### src/rtl/divisor_restas_4bit.sv
// 4-bit unsigned divider using repeated subtraction.
// A single restador_4bit subtracts the latched divisor from the running
// remainder once per cycle until the remainder drops below the divisor.

// Adder/subtractor: Sel=1 computes A-B in two's complement, Co=1 means no borrow.
module restador_4bit (
  input  logic [3:0] A,
  input  logic [3:0] B,
  input  logic       Sel,
  output logic [3:0] salida,
  output logic       Co
);

  logic [3:0] bMod;

  // Invert B and inject a carry-in when subtracting.
  always_comb begin
    bMod = B ^ {4{Sel}};
    {Co, salida} = {1'b0, A} + {1'b0, bMod} + {4'b0000, Sel};
  end

endmodule

module divisor_restas_4bit (
  input  logic       clk,
  input  logic       rst,
  input  logic       start,
  input  logic [3:0] A,
  input  logic [3:0] B,
  output logic       busy,
  output logic       done,
  output logic [3:0] cociente,
  output logic [3:0] resto,
  output logic       div_cero
);

  typedef enum logic [1:0] {
    IDLE = 2'd0,
    SUB  = 2'd1,
    DONE = 2'd2
  } state_t;

  state_t     state_q, state_d;
  logic [3:0] cociente_q, cociente_d;
  logic [3:0] resto_q, resto_d;
  logic [3:0] divisor_q, divisor_d;
  logic       divCero_q, divCero_d;

  logic [3:0] subSalida;
  logic       subCo;

  // The remainder register minus the latched divisor; only used in SUB.
  restador_4bit uRestador (
    .A      (resto_q),
    .B      (divisor_q),
    .Sel    (1'b1),
    .salida (subSalida),
    .Co     (subCo)
  );

  // State and datapath registers; reset wins over everything, including a running division.
  always_ff @(posedge clk) begin
    if (rst) begin
      state_q    <= IDLE;
      cociente_q <= 4'd0;
      resto_q    <= 4'd0;
      divisor_q  <= 4'd0;
      divCero_q  <= 1'b0;
    end else begin
      state_q    <= state_d;
      cociente_q <= cociente_d;
      resto_q    <= resto_d;
      divisor_q  <= divisor_d;
      divCero_q  <= divCero_d;
    end
  end

  // Next-state and datapath update; everything holds unless a state says otherwise.
  always_comb begin
    state_d    = state_q;
    cociente_d = cociente_q;
    resto_d    = resto_q;
    divisor_d  = divisor_q;
    divCero_d  = divCero_q;
    case (state_q)
      IDLE: begin
        if (start) begin
          state_d    = SUB;
          resto_d    = A;
          divisor_d  = B;
          cociente_d = 4'd0;
          divCero_d  = 1'b0;
        end
      end
      SUB: begin
        if (divisor_q == 4'd0) begin
          state_d    = DONE;
          divCero_d  = 1'b1;
          cociente_d = 4'hF;
        end else if (subCo) begin
          resto_d    = subSalida;
          cociente_d = cociente_q + 4'd1;
        end else begin
          state_d = DONE;
        end
      end
      DONE: begin
        state_d = IDLE;
      end
      default: begin
        state_d = IDLE;
      end
    endcase
  end

  // Status flags come straight from the state register, results from their registers.
  always_comb begin
    busy     = (state_q == SUB);
    done     = (state_q == DONE);
    cociente = cociente_q;
    resto    = resto_q;
    div_cero = divCero_q;
  end

endmodule

### config.mk
export PLATFORM = sky130hd
export DESIGN_NAME = divisor_restas_4bit
export DESIGN_NICKNAME = d
export VERILOG_FILES = /design/src/rtl/divisor_restas_4bit.sv
export SDC_FILE = /design/constraint.sdc
export NUM_CORES = 1
export LEC_CHECK = 0
export CAP_MARGIN = 5
export CORE_MARGIN = 5
export CORE_UTILIZATION = 30
export CTS_CLUSTER_SIZE = 30
export DETAILED_ROUTE_END_ITERATION = 8
export GPL_ROUTABILITY_DRIVEN = 0
export PLACE_DENSITY_LB_ADDON = 0.25
export SLEW_MARGIN = 20
export SYNTH_ARGS = -nofsm -noshare
export SYNTH_HDL_FRONTEND = slang
export SYNTH_HIERARCHICAL = 1
export SYNTH_SLANG_ARGS = --single-unit
### constraint.sdc
create_clock -name clk -period 4.5 [get_ports clk]
set_input_delay 0.45 -clock clk [delete_from_list [all_inputs] [get_ports clk]]
set_output_delay 0.45 -clock clk [all_outputs]
set_load 0.02 [all_outputs]
Word level (Yosys, flattened, before mapping)
Cells that the tools add are included.
{ "word_totals": {"ff_bits": 15, "elab_cells": 40} }
{ "op_classes": {"bitwise_logic": 1, "n_addsub": 3, "n_eq_ne": 8, "n_reduce_logical": 8, "muxes": 15} }
{ "op_table": {"columns": ["operator", "count"], "rows": [
  ["4-bit 2-to-1 mux", 6],
  ["4-bit one-hot mux with 2 select lines", 2],
  ["2-bit 2-to-1 mux", 3],
  ["3-bit AND reduction", 2],
  ["4-bit by 4-bit adder with 5-bit output", 1],
  ["5-bit by 1-bit adder with 5-bit output (second input constant)", 1],
  ["4-bit by 1-bit adder with 4-bit output (second input constant)", 1],
  ["4-bit zero test", 1],
  ["2-bit by 1-bit != test with 1-bit output (second input constant)", 2],
  ["2-bit != test (second input constant)", 2],
  ["4-bit NOT", 1],
  ["2-bit one-hot mux with 2 select lines", 1],
  ["2-bit AND reduction", 2],
  ["4-bit AND reduction", 1],
  ["3-bit by 1-bit != test with 1-bit output (second input constant)", 1],
  ["3-bit by 2-bit != test with 1-bit output (second input constant)", 1],
  ["2-bit by 1-bit == test with 1-bit output (second input constant)", 1],
  ["2-bit == test (second input constant)", 1],
  ["2-bit zero test", 1],
  ["1-bit 2-to-1 mux", 2],
  ["1-bit one-hot mux with 2 select lines", 1],
  ["2-bit nonzero test", 1]
]} }

Depth between registers and ports, before layout
Gate-level depths: netlist of run 1.
{ "logic_depth": {"ltp_word": 6, "mapped_depth": 8, "mapped_depth_nobuf": 8} }

Modules after synthesis
Netlist of run 1, hierarchy kept.
{ "modules_own_cells": {"columns": ["module", "cells_per_inst", "instances", "area_per_inst_um2", "seq_area_each_um2"], "rows": [
  ["divisor_restas_4bit", 77, 1, 686.9, 300.3],
  ["restador_4bit", 20, 1, 180.2, 0.0]
]} }

Worst setup path before layout of run 1
No wires, ideal clock.
{ "synth_timing": {"path_kind": "reg-to-reg", "start": "register resto_q[0] (netlist: resto[0])", "end": "register resto_q[1] (netlist: resto[1])", "slack_ps": 2498, "period_less_slack_ps": 2002, "setup_ps": 91, "n_path_buf": 0, "stages_incl_launch_ff": 9, "arrival_ps": 1911, "cell_sequence": "dfxtp_1 -> mux2_4 -> fa_1 -> a21oi_1 -> o21bai_1 -> nand3b_1 -> a22oi_4 -> nor2_1 -> a311oi_1"} }
{ "synth_between": {"word_cells_on_any_way": 7, "cone_classes": "add/sub (2); eq/ne (1); mux (3); reduce/logical (1)"} }
{ "synth_lines": {"columns": ["element", "line_no", "rtl"], "rows": [
  ["from (decl)", "45", "logic [3:0] resto_q, resto_d;"],
  ["from (signal assigned)", "72", "resto_q <= resto_d;"],
  ["4-bit by 4-bit adder with 5-bit output", "19", "{Co, salida} = {1'b0, A} + {1'b0, bMod} + {4'b0000, Sel};"],
  ["5-bit by 1-bit adder with 5-bit output", "19", null],
  ["net subCo", "50", "logic subCo;"],
  ["2-bit by 1-bit != test with 1-bit output (no line)", null, null],
  ["4-bit AND reduction (no line)", null, null]
]} }
The timed path passes the listed nets, and every way through them passes these cells. The select of a mux whose other input is x is not followed.
A chain may end at the register's enable or synchronous reset.

Worst setup path in the final report of run 1
{ "layout_timing": {"start": "register state_q[0]", "end": "output busy"} }
{ "layout_between": {"elab_chain_cells": 1} }
{ "layout_lines": {"columns": ["element", "line_no", "rtl"], "rows": [
  ["from (decl)", "43", "state_t state_q, state_d;"],
  ["from (signal assigned)", "70", "state_q <= state_d;"],
  ["2-bit by 1-bit == test with 1-bit output", "118", "busy = (state_q == SUB);"],
  ["to (decl)", "30", "output logic busy,"]
]} }
Every way passes these cells.

==> results of run 1 <==
registers in the layout, summed over array words and instances (netlist names):
name       flops
cociente       4
divisor_q      4
resto          4
state_q        2
div_cero       1
report_power, final:
group	total, uW	switching, uW	internal [uW]
Clock	77.6	43.2	34.4
Combinational	151	80.2	70.4
Sequential	163	16.3	147
Total	391	140	252
per-layer routing:
layer	GRT usage, %	part of all wire (%)	vias up
met4	2.338	0.84	0
met5	0	0	-
met1	13.28	44	378
met2	14.97	45	32
met3	4.729	10	2
li1	-	-	400
layout make-up:
cell class / instances / area, um2
Fill cell: 280 / 1624
Multi-Input combinational cell: 80 / 550.5
Sequential cell: 15 / 300.3
Timing Repair Buffer: 21 / 210.2
Tap cell: 31 / 38.79
Clock buffer: 4 / 26.28
Inverter: 2 / 7.507
cell usage in the layout (no fill, tap or decap), drive strengths merged, types with 2 or more instances in the layout:
master	instances
clkdlybuf4s50	21
dfxtp	15
nand2	13
nor2	9
a21oi	6
xor2	5
a311oi	4
mux2i	4
ha	4
conb	4
clkbuf	4
nand4	3
o21ai	2
or4	2
a211oi	2
nor2b	2
nand3	2
a31oi	2
inv	2
synth_stat cells, drive strengths merged:
library cell,instances,share of area (%)
or3b,1,1.0
nand4,3,2.2
a311oi,4,4.0
nand2b,1,0.72
mux2i,4,4.6
mux2,1,1.7
inv,2,0.86
o21ai,2,1.2
o21bai,1,0.87
nor4,1,1.4
o211ai,1,0.87
dfxtp,15,35
clkbuf,1,0.43
nor3b,1,0.87
nand3b,1,0.87
nor2b,2,1.4
fa,1,2.3
conb,1,0.43
nor3,1,0.58
nor4b,1,1.0
and2b,1,0.87
nor2,9,3.9
or3,1,0.72
or2b,1,0.87
a31oi,2,1.4
a22oi,1,2.5
a211oi,2,1.7
buf,2,1.9
o221a,1,1.3
xor2,5,5.1
nand3,2,1.2
a21oi,6,3.5
or4,2,1.7
nand2,13,5.6
ha,4,5.8
cell families (layout without fill, tap and decap cells):
family	Yosys count	in the layout	share of synthesized area, %
compound gates	20	20	17.32
simple gates	41	41	24.97
mux	5	5	6.349
fa+ha+maj	5	5	8.081
other cells	1	4	0.4325
xor+xnor	5	5	5.050
flops	15	15	34.63
buf+inv	5	27	3.173
stage by stage:
step | utilization, % | hold WS (ns) | setup slack [ns] | power, uW | instance area [um2]
after floorplan | - | 0.5216 | 2.498 | 268.1 | 878.3
after global placement | 40.15 | 0.4486 | 2.243 | 315.3 | 1107
after detailed placement | 40.15 | 0.4524 | 2.247 | 316.8 | 1107
after CTS | 41.11 | 0.4647 | 2.120 | 396.7 | 1134
after global routing | 41.11 | 0.4830 | 1.988 | 420.1 | 1134
final | 41.11 | 0.4603 | 2.145 | 391.5 | 1134
worst min path at each step:
stage	start	endpoint	depth (start not counted)
3_5_place_dp	div_cero	div_cero	2
3_3_place_gp	div_cero	div_cero	2
6_report	div_cero	div_cero	2
4_1_cts	div_cero	div_cero	2
2_1_floorplan	rst	state_q[0]	1
5_1_grt	div_cero	div_cero	2
critical path: cells and delay by family (launching register included):
family                 cells  cell delay, ns
AND/OR/NAND/NOR            1            0.38
flip-flops                 1            0.39
buffers and inverters      2            0.85
==> flow_metrics.env, run 1 <==
export IMPL_status="complete, no violations"
export IMPL_startpoint_type="register"
export IMPL_port_buffers=21
export IMPL_die_area_um2=4065
export IMPL_antenna_cells=0
export IMPL_p_leak_uw=0.0004534
export IMPL_fin_crit_ns=2.355
export IMPL_worstSetupEndpoint="busy"
export IMPL_crit_path_max_fanout=10
export IMPL_cpPeakStageDelay_ns=0.63
export IMPL_dp_hpwl_mm=1.516
export IMPL_timing_fmax_mhz=424.7
export IMPL_core_area_um2=2758
export IMPL_initial_utilization_pct=31.44
export IMPL_grtUsageTotal_pct=10.08
export IMPL_routed_wl_mm=2.017
export IMPL_postSynthAreaPerCell_um2=8.939
export IMPL_clkTransAtPathRegs_ns=0.09
export IMPL_vias=812
export IMPL_reg2reg_slack_ns=2.26
export IMPL_clock_sinks=15
export IMPL_slew_headroom_pct=60.88
export IMPL_cp_end_kind="output pin"
export IMPL_critical_path_required_ns=4.05
export IMPL_cts_buffers=3
export IMPL_vias_per_cell=5.307
export IMPL_grt_setup_unrepaired="no"
export IMPL_layout_area_overhead_vs_synth_pct=30.74
export IMPL_tritoncts="yes"
export IMPL_antenna_found_initial=0
export IMPL_layout_drive_gt1_share_pct=6.557
export IMPL_crit_start="state_q[0]"
export IMPL_cap_violations=0
export IMPL_cts_hold_buf=0
export IMPL_h_tree_depth=1
export IMPL_worstSkewPairLatency_ns=0.28
export IMPL_critPathArrivalTime_ns=1.90
export IMPL_r2r_cells=8
export IMPL_clock_path_buffers=2
export IMPL_row_count=19
export IMPL_ys_seq_elements=15
export IMPL_cts_resized_gates=0
export IMPL_layout_nets=139
export IMPL_syn_inst=97
export IMPL_drc=0
export IMPL_timing_rr_end="resto[2]"
export IMPL_first_iter_violations=40
export IMPL_tightest_slew_ns=0.5820
export IMPL_hold_viol_final=0
export IMPL_ioPinCount=22
export IMPL_finalMaxSlewViolations=0
export IMPL_reg2reg_from="divisor_q[2]"
export IMPL_cts_setup_buffers=0
export IMPL_peakVddDrop_mv=0.1829
export IMPL_min_path_type="register to register"
export IMPL_first_pass_iters=4
export IMPL_skew_ns=0.003878
export IMPL_stdcell_count=153
export IMPL_yosys_warnings=6
export IMPL_p_per_area_nw_per_um2=345.3
export IMPL_critical_path_class="register to output pin"
export IMPL_wl_per_cell_um=13.18
export IMPL_grt_start_max_net_pins=16
export IMPL_grt_ovfl_total=0
export IMPL_finalSetupViolCount=0
export IMPL_crit_chain="or2b_1 > inv_2 > clkdlybuf4s50_1"
export IMPL_netlist_area_um2=867.1
export IMPL_cts_root_buf="clkbuf_4"
export IMPL_period_share_pct=52.33
export IMPL_grt_pass1_vias=698
export IMPL_grt_pass1_wl_mm=3.277
export IMPL_fin_tns_setup_ns=0
export IMPL_ys_seq_area_share_pct=34.63
export IMPL_yosysUniqueCellTypes=37
export IMPL_die_h_um=63.76
export IMPL_worst_path_max_delay_cell="clkdlybuf4s50_1"
export IMPL_ant_nets=0
export IMPL_place_inst=149
export IMPL_die_w_um=63.76
Note: power is estimated with default switching activity, not from simulation.
==> inputs of run 2 (changes only) <==
==> constraint.sdc (replaced) <==
create_clock -name clk -period 2.3 [get_ports clk]
set_input_delay 0.23 -clock clk [delete_from_list [all_inputs] [get_ports clk]]
set_output_delay 0.23 -clock clk [all_outputs]
set_load 0.02 [all_outputs]
==> flow_metrics.env, run 2 (synthesized netlist as in run 1, its figures left out) <==
export IMPL_grt_pass1_wl_mm=3.581
export IMPL_critical_path_required_ns=2.49
export IMPL_antenna_found_initial=0
export IMPL_clock_sinks=15
export IMPL_grt_pass1_vias=766
export IMPL_reg2reg_slack_ns=0.16
export IMPL_tightest_slew_ns=0.6001
export IMPL_layout_common_cells="21 x clkdlybuf4s50_1, 15 x dfxtp_1, 13 x nand2_1, 9 x nor2_1"
export IMPL_reg2reg_from="divisor_q[0]"
export IMPL_layout_drive_gt1_share_pct=12.50
export IMPL_crit_start="divisor_q[0]"
export IMPL_timing_rr_end="resto[0]"
export IMPL_die_h_um=63.76
export IMPL_power_frac_clock_pct=19.1
export IMPL_clock_path_buffers=2
export IMPL_timing_fmax_mhz=467.5
export IMPL_p_leak_uw=0.0004855
export IMPL_worstSkewPairLatency_ns=0.28
export IMPL_layout_cells_most_common="clkdlybuf4s50_1"
export IMPL_gr_usage_met1_pct=14.35
export IMPL_worstSetupEndpoint="resto[0]"
export IMPL_core_area_um2=2758
export IMPL_drc=0
export IMPL_p_int_uw=515.0
export IMPL_cts_root_buf="clkbuf_4"
export IMPL_wl_per_cell_um=13.48
export IMPL_finalPower_uw=801.0
export IMPL_fin_tns_setup_ns=0
export IMPL_h_tree_depth=1
export IMPL_port_buffers=21
export IMPL_cts_buffers=3
export IMPL_clkTransAtPathRegs_ns=0.09
export IMPL_grt_setup_unrepaired="no"
export IMPL_cp_end_kind="register"
export IMPL_grt_start_max_net_pins=16
export IMPL_r2r_cells=8
export IMPL_fin_crit_ns=2.139
export IMPL_min_path_type="register to register"
export IMPL_seqPwrFrac_pct=39.6
export IMPL_row_count=19
export IMPL_grt_ovfl_total=0
export IMPL_grt_use_met3_pct=2.802
export IMPL_period_share_pct=93.00
export IMPL_p_per_area_nw_per_um2=676.0
export IMPL_finalMaxSlewViolations=0
export IMPL_slew_headroom_pct=59.66
export IMPL_switchingPower_uw=285.9
export IMPL_initial_utilization_pct=31.44
export IMPL_peakVddDrop_mv=0.3780
export IMPL_layout_nets=145
export IMPL_tritoncts="yes"
export IMPL_status="complete, no violations"
export IMPL_finalSetupViolCount=0
export IMPL_die_w_um=63.76
export IMPL_vias=798
export IMPL_antenna_cells=0
export IMPL_startpoint_type="register"
export IMPL_ant_nets=0
export IMPL_critical_path_class="register to register"
export IMPL_ioPinCount=22
export IMPL_p_comb_share_pct=41.3
export IMPL_skew_ns=0.002063
export IMPL_first_pass_iters=4
export IMPL_sw_frac_of_total_pct=35.70
export IMPL_crit_path_max_fanout=8
export IMPL_cap_violations=0
export IMPL_dp_hpwl_mm=1.645
export IMPL_die_area_um2=4065
export IMPL_busiest_layer="met2"
export IMPL_hold_viol_final=0
export IMPL_vias_per_cell=5.019
export IMPL_first_iter_violations=27
export IMPL_layout_area_overhead_vs_synth_pct=36.65
export IMPL_critPathArrivalTime_ns=2.32
export IMPL_routed_wl_mm=2.143
export IMPL_grtUsageTotal_pct=10.95
export IMPL_grt_use_met2_pct=17.39
run 2: cell type report:
class | instances | area [um2]
timing repair buffer | 27 | 255.2
inverter | 2 | 7.507
multi-input combinational | 80 | 556.8
sequential | 15 | 300.3
tap | 31 | 38.79
fill | 292 | 1573
clock buffer | 4 | 26.28
run 2: what timing repair did:
action / in CTS / in global routing
hold buffers: 0 / 0
buffers inserted: 0 / 2
endpoints found under the setup margin: 0 / 6
gates resized for setup: 0 / 2
run 2: worst min-delay path by stage:
stage | start | end | slack, ns | cells past startpoint
global route | div_cero | div_cero | 0.48 | 2
floorplan | rst | state_q[0] | 0.30 | 1
detailed placement | div_cero | div_cero | 0.45 | 2
finish | div_cero | div_cero | 0.46 | 2
CTS | div_cero | div_cero | 0.47 | 2
global placement | div_cero | div_cero | 0.45 | 2
run 2: per-stage QoR:
step	util, %	std cells	worst slack, ns	instance area [um2]	hold slack (ns)
floorplan	-	100	0.2981	878.3	0.3016
global placement	41.24	153	0.1466	1137	0.4495
detailed placement	41.24	153	0.04787	1137	0.4525
CTS	42.20	157	0.01562	1164	0.4653
global route	42.97	159	0.02805	1185	0.4795
finish	42.97	159	0.1610	1185	0.4627
run 2: worst max-delay path, stage by stage, from the launching register on:
cell and delay (ns):
dfxtp_1 0.36, mux2_4 0.33, fa_1 0.40, a21oi_1 0.17, o21bai_2 0.12, nand3b_1 0.17
a22oi_4 0.10, buf_4 0.18, a311oi_1 0.21
run 2: layer usage:
layer | up-vias | part of all wire [%]
met4 | 0 | 1.5
met5 | - | 0
li1 | 414 | -
met2 | 18 | 46
met3 | 4 | 5.0
met1 | 362 | 47
run 2: power groups by stage:
stage	Sequential [uW]	Clock (uW)	Combinational (uW)
finish	317	153	331
global route	322	175	363
CTS	317	160	316
detailed placement	324	0	313
global placement	323	0	307
floorplan	341	0	183
==> inputs of run 3 (changes only) <==
--- a/config.mk
+++ b/config.mk
@@ -7,7 +7,7 @@
 export LEC_CHECK = 0
 export CAP_MARGIN = 5
 export CORE_MARGIN = 5
-export CORE_UTILIZATION = 30
+export CORE_UTILIZATION = 47
 export CTS_CLUSTER_SIZE = 30
 export DETAILED_ROUTE_END_ITERATION = 8
 export GPL_ROUTABILITY_DRIVEN = 0
==> flow_metrics.env, run 3 (synthesized netlist as in run 1, its figures left out) <==
export IMPL_layout_area_overhead_vs_synth_pct=32.03
export IMPL_crit_path_max_fanout=10
export IMPL_grt_setup_unrepaired="no"
export IMPL_clkTransAtPathRegs_ns=0.10
export IMPL_finalSetupViolCount=0
export IMPL_die_w_um=52.95
export IMPL_vias=831
export IMPL_first_pass_iters=4
export IMPL_cts_buffers=3
export IMPL_core_area_um2=1745
export IMPL_dp_hpwl_mm=1.541
export IMPL_wl_per_cell_um=13.77
export IMPL_critPathArrivalTime_ns=1.92
export IMPL_sw_frac_of_total_pct=36.44
export IMPL_fin_crit_ns=2.146
export IMPL_min_path_type="register to register"
export IMPL_clock_sinks=15
export IMPL_first_iter_violations=16
export IMPL_timing_fmax_mhz=466.0
export IMPL_initial_utilization_pct=49.68
export IMPL_grt_start_max_net_pins=16
export IMPL_finalPower_uw=784.9
export IMPL_layout_common_cells="21 x clkdlybuf4s50_1, 15 x dfxtp_1, 13 x nand2_1, 9 x nor2_1, 6 x a21oi_1"
export IMPL_worstSkewPairLatency_ns=0.29
export IMPL_layout_cells_most_common="clkdlybuf4s50_1"
export IMPL_finish_instance_area_um2=1145
export IMPL_skew_ns=0.004291
export IMPL_finalMaxSlewViolations=0
export IMPL_period_share_pct=93.31
export IMPL_p_comb_share_pct=39.5
export IMPL_antenna_cells=0
export IMPL_ioPinCount=22
export IMPL_routed_wl_mm=2.051
export IMPL_port_buffers=21
export IMPL_p_per_area_nw_per_um2=685.6
export IMPL_row_count=15
export IMPL_p_leak_uw=0.0004679
export IMPL_grt_pass1_wl_mm=3.367
export IMPL_h_tree_depth=1
export IMPL_dpl_cell_area_um2=1115
export IMPL_pre_cts_ws_ns=0.05954
export IMPL_vias_per_cell=5.577
export IMPL_cts_root_buf="clkbuf_4"
export IMPL_status="complete, no violations"
export IMPL_switchingPower_uw=286.0
export IMPL_peakVddDrop_mv=0.3541
export IMPL_grt_ovfl_total=0
export IMPL_startpoint_type="register"
export IMPL_seqPwrFrac_pct=40.5
export IMPL_grtUsageTotal_pct=16.46
export IMPL_antenna_found_initial=0
export IMPL_layout_drive_gt1_share_pct=8.871
export IMPL_fin_tns_setup_ns=0
export IMPL_slew_headroom_pct=61.49
export IMPL_drc=0
export IMPL_power_frac_clock_pct=20.0
export IMPL_grt_pass1_vias=739
export IMPL_whs_ns=0.4694
export IMPL_cap_violations=0
export IMPL_hold_viol_final=0
export IMPL_ant_nets=0
export IMPL_tritoncts="yes"
export IMPL_critical_path_class="register to output pin"
export IMPL_die_area_um2=2804
export IMPL_tightest_slew_ns=0.5729
export IMPL_cp_end_kind="output pin"
export IMPL_fin_ws_ns=0.1539
export IMPL_layout_nets=141
export IMPL_fillerInstances=154
export IMPL_critical_path_required_ns=2.07
export IMPL_p_int_uw=498.9
export IMPL_cts_hold_buf=0
export IMPL_clock_path_buffers=2
export IMPL_die_h_um=52.95
[run 3: cell count changes in the layout (fill, tap and decap cells not counted)]
cell	previous run	this run
buf_4	6	2
ha_1	3	4
ha_2	1	0
[run 3: worst paths after layout]
path                            endpoint  slack (ns)  cells past startpoint    startpoint
worst max-delay path                busy        0.15                      3    state_q[0]
worst min-delay path            div_cero        0.47                      2      div_cero
worst max register to register  resto[1]        0.18                      8  divisor_q[2]
worst min register to register  div_cero        0.47                      2      div_cero
[run 3: power groups by stage]
stage,sequential [uW],combinational (uW),clock [uW]
global route,324,339,176
detailed placement,323,303,0
finish,318,310,157
CTS,318,306,161
global placement,323,293,0
floorplan,341,183,0
[run 3: metrics by stage]
stage	utilization, %	cells
2_1_floorplan	-	100
3_3_place_gp	63.87	145
3_5_place_dp	63.87	145
4_1_cts	65.38	149
5_1_grt	65.59	149
6_report	65.59	149
[run 3: critical path, stage by stage (launching register included)]
cell and delay [ns]:
dfxtp_1 0.40, or2b_1 0.38, inv_2 0.21, clkdlybuf4s50_1 0.64
[run 3: cell type report]
cell class | count | area, um2 | share of cell area, %
clock buffers | 4 | 26.28 | 2.295
flip-flops and latches | 15 | 300.3 | 26.23
multi-input cells | 80 | 554.3 | 48.42
inverters | 2 | 7.507 | 0.6557
well taps | 25 | 31.28 | 2.732
repair buffers | 23 | 225.2 | 19.67
[run 3: repair_timing]
item,CTS,global route
endpoints found under the setup margin,0,4
endpoints found under the hold margin,0,0
gates resized for setup,0,1
buffers inserted,0,0
[run 3: metal layers]
metal | vias up | global-route usage, % | routed length, um | share of wire (%)
met3 | 6 | 3.099 | 134 | 6.5
met2 | 38 | 26.65 | 941 | 46
met5 | - | 0 | 0 | 0
met1 | 380 | 20.34 | 932 | 45
met4 | 0 | 8.936 | 42 | 2.0
li1 | 407 | - | - | -
